File: config.mk
export PLATFORM = sky130hd
export DESIGN_NAME = vga_out_stage
export DESIGN_NICKNAME = d
export VERILOG_FILES = /design/src/rtl/vga_out_stage.sv
export SDC_FILE = /design/constraint.sdc
export NUM_CORES = 1
export LEC_CHECK = 0
export ABC_AREA = 1
export BUFFER_PORTS_ARGS = -buffer_cell sky130_fd_sc_hd__buf_2
export CAP_MARGIN = 20
export CELL_PAD_IN_SITES_DETAIL_PLACEMENT = 1
export CELL_PAD_IN_SITES_GLOBAL_PLACEMENT = 1
export CORE_MARGIN = 3
export CORE_UTILIZATION = 41
export DETAILED_ROUTE_END_ITERATION = 12
export PLACE_DENSITY = 0.94
export SLEW_MARGIN = 5
export SYNTH_ARGS = -nofsm -noshare
export SYNTH_HDL_FRONTEND = slang
export SYNTH_SLANG_ARGS = --single-unit
export TNS_END_PERCENT = 5
File: constraint.sdc
create_clock -name clk_pix -period 3.3 [get_ports clk_pix]
set_input_delay 0 -clock clk_pix [delete_from_list [all_inputs] [get_ports clk_pix]]
set_output_delay 0 -clock clk_pix [all_outputs]
set_load 0.01 [all_outputs]
File: src/rtl/vga_out_stage.sv
// VGA output stage: aligns timing to late colour, holds warm-up frames black,
// inserts a colour-bar test pattern and registers everything toward the DAC.
module vga_out_stage #(
    parameter int COLOR_LAT     = 1,
    parameter int HS_POL        = 0,
    parameter int VS_POL        = 0,
    parameter int WARMUP_FRAMES = 2
) (
    input  logic        clk_pix,
    input  logic        resetn,
    input  logic [9:0]  x,
    input  logic        hsync,
    input  logic        vsync,
    input  logic        active,
    input  logic [3:0]  r,
    input  logic [3:0]  g,
    input  logic [3:0]  b,
    input  logic        test_mode,
    output logic [3:0]  vga_r,
    output logic [3:0]  vga_g,
    output logic [3:0]  vga_b,
    output logic        vga_hsync,
    output logic        vga_vsync,
    output logic [15:0] frame_cnt,
    output logic        frame_start,
    output logic        running
);

    // Out-of-range parameters are clamped to the nearest legal value.
    localparam int LAT = (COLOR_LAT < 1) ? 1 :
                         (COLOR_LAT > 4) ? 4 : COLOR_LAT;

    localparam int WU_I = (WARMUP_FRAMES < 0)  ? 0  :
                          (WARMUP_FRAMES > 15) ? 15 : WARMUP_FRAMES;

    localparam logic [3:0] WU_N = 4'(WU_I);

    localparam logic HS_ON = (HS_POL != 0);
    localparam logic VS_ON = (VS_POL != 0);

    localparam logic ST_WARMUP = 1'b0;
    localparam logic ST_RUN    = 1'b1;

    // Timing delay line; index LAT-1 lines up with the incoming colour.
    logic [9:0] r_x_dl   [LAT];
    logic       r_hs_dl  [LAT];
    logic       r_vs_dl  [LAT];
    logic       r_act_dl [LAT];

    logic       r_vs_prev;
    logic       r_state;
    logic [3:0] r_wcnt;

    logic [3:0]  r_vga_r;
    logic [3:0]  r_vga_g;
    logic [3:0]  r_vga_b;
    logic        r_vga_hs;
    logic        r_vga_vs;
    logic [15:0] r_frame_cnt;
    logic        r_frame_start;
    logic        r_running;

    logic [9:0] w_x_d;
    logic       w_hs_d;
    logic       w_vs_d;
    logic       w_act_d;
    logic       w_fs;

    logic       w_state_nx;
    logic [3:0] w_wcnt_nx;
    logic [3:0] w_wcnt_inc;

    logic [2:0] w_bar_c;
    logic [3:0] w_col_r;
    logic [3:0] w_col_g;
    logic [3:0] w_col_b;

    // Shift the timing inputs down the delay line.
    always_ff @(posedge clk_pix or negedge resetn) begin
        if (!resetn) begin
            for (int i = 0; i < LAT; i++) begin
                r_x_dl[i]   <= '0;
                r_hs_dl[i]  <= 1'b0;
                r_vs_dl[i]  <= 1'b0;
                r_act_dl[i] <= 1'b0;
            end
        end else begin
            r_x_dl[0]   <= x;
            r_hs_dl[0]  <= hsync;
            r_vs_dl[0]  <= vsync;
            r_act_dl[0] <= active;
            for (int i = 1; i < LAT; i++) begin
                r_x_dl[i]   <= r_x_dl[i-1];
                r_hs_dl[i]  <= r_hs_dl[i-1];
                r_vs_dl[i]  <= r_vs_dl[i-1];
                r_act_dl[i] <= r_act_dl[i-1];
            end
        end
    end

    assign w_x_d   = r_x_dl[LAT-1];
    assign w_hs_d  = r_hs_dl[LAT-1];
    assign w_vs_d  = r_vs_dl[LAT-1];
    assign w_act_d = r_act_dl[LAT-1];

    // A frame starts on the rising edge of the aligned vsync.
    assign w_fs = w_vs_d & ~r_vs_prev;

    // Warm-up sequencing: count frame starts until the target is reached.
    always_comb begin
        w_state_nx = r_state;
        w_wcnt_nx  = r_wcnt;
        w_wcnt_inc = r_wcnt + 4'd1;
        if (r_state == ST_WARMUP) begin
            if (WU_N == 4'd0) begin
                w_state_nx = ST_RUN;
            end else if (w_fs) begin
                w_wcnt_nx = w_wcnt_inc;
                if (w_wcnt_inc == WU_N) begin
                    w_state_nx = ST_RUN;
                end
            end
        end
    end

    // Colour-bar decode: eight 80-pixel bars, white down to black.
    always_comb begin
        w_bar_c = 3'd0;
        unique case (1'b1)
            (w_x_d < 10'd80):                      w_bar_c = 3'd7;
            (w_x_d >= 10'd80  && w_x_d < 10'd160): w_bar_c = 3'd6;
            (w_x_d >= 10'd160 && w_x_d < 10'd240): w_bar_c = 3'd5;
            (w_x_d >= 10'd240 && w_x_d < 10'd320): w_bar_c = 3'd4;
            (w_x_d >= 10'd320 && w_x_d < 10'd400): w_bar_c = 3'd3;
            (w_x_d >= 10'd400 && w_x_d < 10'd480): w_bar_c = 3'd2;
            (w_x_d >= 10'd480 && w_x_d < 10'd560): w_bar_c = 3'd1;
            default:                               w_bar_c = 3'd0;
        endcase
    end

    // Colour select: black unless running inside the visible area.
    always_comb begin
        w_col_r = 4'd0;
        w_col_g = 4'd0;
        w_col_b = 4'd0;
        if (r_state == ST_RUN && w_act_d) begin
            if (test_mode) begin
                w_col_r = {4{w_bar_c[2]}};
                w_col_g = {4{w_bar_c[1]}};
                w_col_b = {4{w_bar_c[0]}};
            end else begin
                w_col_r = r;
                w_col_g = g;
                w_col_b = b;
            end
        end
    end

    // Control state: vsync edge history, warm-up counter and FSM.
    always_ff @(posedge clk_pix or negedge resetn) begin
        if (!resetn) begin
            r_vs_prev <= 1'b0;
            r_state   <= ST_WARMUP;
            r_wcnt    <= 4'd0;
            r_running <= 1'b0;
        end else begin
            r_vs_prev <= w_vs_d;
            r_state   <= w_state_nx;
            r_wcnt    <= w_wcnt_nx;
            r_running <= (w_state_nx == ST_RUN);
        end
    end

    // Frame counter and its start pulse move together.
    always_ff @(posedge clk_pix or negedge resetn) begin
        if (!resetn) begin
            r_frame_cnt   <= 16'd0;
            r_frame_start <= 1'b0;
        end else begin
            r_frame_start <= w_fs;
            if (w_fs) begin
                r_frame_cnt <= r_frame_cnt + 16'd1;
            end
        end
    end

    // DAC colour and sync registers.
    always_ff @(posedge clk_pix or negedge resetn) begin
        if (!resetn) begin
            r_vga_r  <= 4'd0;
            r_vga_g  <= 4'd0;
            r_vga_b  <= 4'd0;
            r_vga_hs <= ~HS_ON;
            r_vga_vs <= ~VS_ON;
        end else begin
            r_vga_r  <= w_col_r;
            r_vga_g  <= w_col_g;
            r_vga_b  <= w_col_b;
            r_vga_hs <= w_hs_d ? HS_ON : ~HS_ON;
            r_vga_vs <= w_vs_d ? VS_ON : ~VS_ON;
        end
    end

    assign vga_r       = r_vga_r;
    assign vga_g       = r_vga_g;
    assign vga_b       = r_vga_b;
    assign vga_hsync   = r_vga_hs;
    assign vga_vsync   = r_vga_vs;
    assign frame_cnt   = r_frame_cnt;
    assign frame_start = r_frame_start;
    assign running     = r_running;

endmodule
======== After elaboration in Yosys (flattened, before gate mapping) ========
Index checks and enable logic that the tools add are counted.
cells by class
  add/subtract/negate cells ............... 2
  magnitude comparators ................... 13
  $mul .................................... 0
  bitwise operators ....................... 3
  equal/unequal tests ..................... 1
  reduce and logical (&&, ||, !) cells .... 8
  mux-type cells .......................... 12
  shift operators ......................... 0
  divide/modulo/power cells ............... 0
operators by type and width
  kind                     number
  $ge A10 B9 Y1 const B    3
  $lt A10 B9 Y1 const B    3
  $mux W4                  6
  $pmux W3 S7              1
  $ge A10 B8 Y1 const B    2
  $lt A10 B8 Y1 const B    2
  $add A16 B1 Y16 const B  1
  $ge A10 B7 Y1 const B    1
  $lt A10 B10 Y1 const B   1
  $lt A10 B7 Y1 const B    1
  $logic_and A1 B1 Y1      7
  $mux W1                  5
  $add A4 B1 Y4 const B    1
  $eq A4 B2 Y1 const B     1
  $not A1 Y1               2
  $reduce_and A2 Y1        1
  $and A1 B1 Y1            1
storage, ports and cells
  input port bits ......................... 28
  word-level logic and storage cells ...... 53
  output and inout port bits .............. 32
  ROM bits ................................ 0
  register bits after elaboration ......... 50
  memories kept ........................... 0
  RAM bits ................................ 0
  bits in latches ......................... 0

======== Longest topological paths before layout ========
  depth in word-level cells ............... 5
  gate-level depth with buffers ........... 8
  depth with buffers taken out ............ 8

======== Worst setup path before layout ========
No wires, ideal clock.
  path type ............................... reg-to-reg
  start ................................... reg r_frame_cnt[0], in the netlist frame_cnt[0]
  end ..................................... reg r_frame_cnt[10], in the netlist frame_cnt[10]
  clock period less this slack ............ 1.332 ns
  setup slack ............................. 1.968 ns
  path buffers ............................ 0
  library setup time ...................... 0.079 ns
  arrival ................................. 1.253 ns
  stages on the path, launching flop included .. 7
  required time ........................... 3.221 ns
  path through ............................ dfrtp_1 -> ha_1 -> nand3_2 -> nor2_8 -> nand2_4 -> nor3_2 -> xor2_1
on the way
  longest elaborated chain between the ends .. 1
ends and longest elaborated chain
  element                   line  text
  start: declaration        59    logic [15:0] r_frame_cnt;
  start signal: assignment  182   r_frame_cnt <= r_frame_cnt + 16'd1;
  $add A16 B1 Y16           182
Every way passes these cells.
A chain may end at the register's enable or synchronous reset.

======== Worst setup path after layout ========
  start ................................... reg r_frame_cnt[0], in the netlist frame_cnt[0]
  end ..................................... reg r_frame_cnt[12], in the netlist frame_cnt[12]
Same word-level chain as after synthesis.

==> metrics.md <==
| Metric | Value |
|---|---|
| Cell taking the most area after synthesis | dfrtp_1 |
| Yosys warnings | 0 |
| CTS Root Cell | clkbuf_8 |
| Post-synth top cells | 55 x nand2_1, 44 x dfrtp_1, 35 x nor2_1 |
| Fin cells | approximately 380 |
| Hpwl dp | about 3600 um |
| DR DRC count | 0 |
| Hold-fix buffers, CTS | 18 |
| Slowest cell on crit path | dfrtp_1 |
| Min Tclk post-route | 1.470 ns |
| Yosys cell types | 27 |
| Cts repair resizes | 0 |
| Register area share after synthesis | 54.82% |
| Syn_nets | 261 |
| Min-delay worst type | primary input to flop |
| Clock Sinks | 46 |
| Largest net degree at the start of global routing | 47 |
| Cell family with most CP delay | simple AND/OR/NAND/NOR gates |
| First-pass iteration count of the detailed router | 4 |
| Fin. Hold Viols | 0 |
| Fillers | 564 |
| Peak supply drop | 260.3 uV |
| Hold depth | 5 |
| Die area | approximately 6000 um2 |
| Die H | 77.65 um |
| IO Pins | 60 |
| DRT iter0 DRCs | 43 |
| Synth top area cells | dfrtp_1 52%, nand2_1 9.8%, nor2_1 6.2% |
| First-pass GRT wire length | around 9200 um |
| Worst-margin pin slew | between 0.9 and 1 ns |
| Fmax | around 0.7 GHz |
| DR vias/cell | 4.679 |
| Top-area cell type share of the netlist area | 52.32% |
| Port Buffers | 55 |
| CTS clock-pin slew for the worst setup and hold paths | 0.08 ns |
| Grt ovf | 0 |
| CP arrival | between 1.5 and 2 ns |
| Cell Pwr Density | ~600 nW/um2 |
| P&R area growth vs syn | 32.22% |
| Startpoint Class | flop |
| FF+latch count, synth | 46 |
| Die W | 77.65 um |
| Period utilisation layout | 44.53% |
| Max cap viols | 0 |
| Post-Route Skew | 0.005375 ns |
| Vias in the first global route | 1974 |
| Setup slack after placement | 1.857 ns |
| CP peak stage delay | 0.44 ns |
| Post-CTS setup buffers | 0 |
| Status | finished clean |
| CP Cell Sequence | ha_1, nand3_2, nor2_8, nand2_2, nor3_2, xor2_1 |
| Antenna viol nets, final | 0 |
| Final Util | 57.39% |
| Final hold slack | between 0.01 and 0.015 ns |
| Slew headroom | 34.71% |
| Number of synthesized flops with an enable pin | 0 |
| RSZ-0062 raised after global routing | no |
| Leak | 0.001506 uW |
| Mapped Cells | 230 |
| Initial antenna violation count | 0 |
| Final Setup Violations | 0 |
| Syn avg cell area | ~9.2 um2 |
| CP Max Fanout | 4 |
| Synth Cell Area | 2105 um2 |
| Placement row count | 25 |
| Most numerous cell in the Yosys netlist | nand2_1 |
| Clock buffer depth | 2 |
| Final Max Slew Viols | 0 |
| Via count | 1764 |
| Ys async rst share | 100.0% |
| H-tree depth | 2 |
| Setup TNS | 0 ns |
| Buffers and inverters on the worst path | 0 |
| Wirelength per Cell | 14.04 um |
| Placed cell count | 351 |
| Crit end category | flop |
| CTS tree | yes |
| Nets | 340 |
| Drt total wl | 5292 um |
| Core Region | between 4000 and 5000 um2 |
| Inserted Diodes | 0 |
| Worst EP required | between 3 and 4 ns |
| Placer Congestion | 0.7796 |
| Num CTS Buffers | 5 |
| Crit path depth | 6 |
| Synth Flop Type | dfrtp_1 |
| Ratio of cells with drive above 1 in the final layout | 27.10% |
| Initial Utilization | 43.41% |
| Final worst setup slack | 1.830 ns |
| Clock latency on the worst-skew pair | roughly 0.30 ns |
| Crit Path Class | flop to flop |
| R2R cell count | 6 |
| Tot GR Track Use | about a fifth |
-- registers in the layout, summed over array words and instances, names as in the netlist --
register     cells
vga_g            4
vga_r            4
frame_cnt       16
r_hs_dl          1
r_act_dl         1
r_vs_prev        1
r_wcnt           4
r_x_dl           6
vga_vsync        1
vga_b            4
r_vs_dl          1
frame_start      1
vga_hsync        1
running          1
-- final cells by class --
| class | instances | area (um2) | area share, % |
|---|---|---|---|
| Inverter | 29 | 108.9 | 3.912 |
| Timing Repair Buffer | 73 | 455.4 | 16.37 |
| Clock buffer | 6 | 82.58 | 2.968 |
| Sequential cell | 46 | 1154 | 41.46 |
| Clock inverter | 2 | 60.06 | 2.158 |
| Multi-Input combinational cell | 154 | 838.3 | 30.13 |
| Tap cell | 67 | 83.83 | 3.013 |
-- through the flow --
stage | power, uW | cell area [um2]
4_1_cts | 1656 | 2783
3_3_place_gp | 1097 | 2460
5_1_grt | 1747 | 2783
2_1_floorplan | 970.5 | 2105
6_report | 1639 | 2783
3_5_place_dp | 1127 | 2460
-- worst paths after layout --
kind,to,start,slack [ns]
setup / recovery,frame_cnt[12],frame_cnt[0],1.83
min in group asynchronous,frame_cnt[8],resetn,0.40
hold reg to reg,vga_hsync,r_hs_dl,0.35
max in group asynchronous,vga_r[1],resetn,2.29
setup reg to reg,frame_cnt[12],frame_cnt[0],1.83
hold / removal,vga_g[3],g[3],0.01
-- worst register-to-register path, delay by kind of cell (launching register included) --
kind / cells / cell delay [ns]
simple gates: 4 / 0.52
flops: 1 / 0.44
fa+ha+maj: 1 / 0.24
xor+xnor: 1 / 0.20
-- logic make-up after synthesis --
group	after synthesis	share of synthesized area, %
AO/OA/AOI/OAI	11	2.735
adder cells (fa/ha/maj)	3	1.784
XOR/XNOR	15	6.242
buffers and inverters	30	5.350
AND/OR/NAND/NOR	125	29.07
flip-flops	46	54.82
-- where the power goes --
group          switching [uW]  internal (uW)
registers                85.3            661
clock network             187            323
logic                     218            166
-- layer usage --
layer / up-vias / share of wire [%] / GRT usage, %
met1: 846 / 37 / 20.00
met2: 42 / 56 / 36.82
met4: 0 / 2.2 / 6.584
met5: - / 0 / 0
met3: 13 / 4.8 / 5.336
li1: 863 / - / -
-- layout by cell type (no fill, tap or decap), types with 3 or more instances in the layout --
| cell type | count |
|---|---|
| clkbuf_8 | 6 |
| o21ai_1 | 5 |
| ha_1 | 3 |
| nand2_1 | 55 |
| inv_2 | 4 |
| nand3_1 | 13 |
| buf_2 | 55 |
| nand4_1 | 4 |
| dfrtp_1 | 44 |
| o21ai_0 | 5 |
| xor2_1 | 10 |
| nor2_1 | 35 |
| nor3_2 | 3 |
| nor2_2 | 3 |
| xnor2_1 | 5 |
| dlygate4sd3_1 | 18 |
| inv_1 | 24 |
Power figures use the tool's default switching activity.
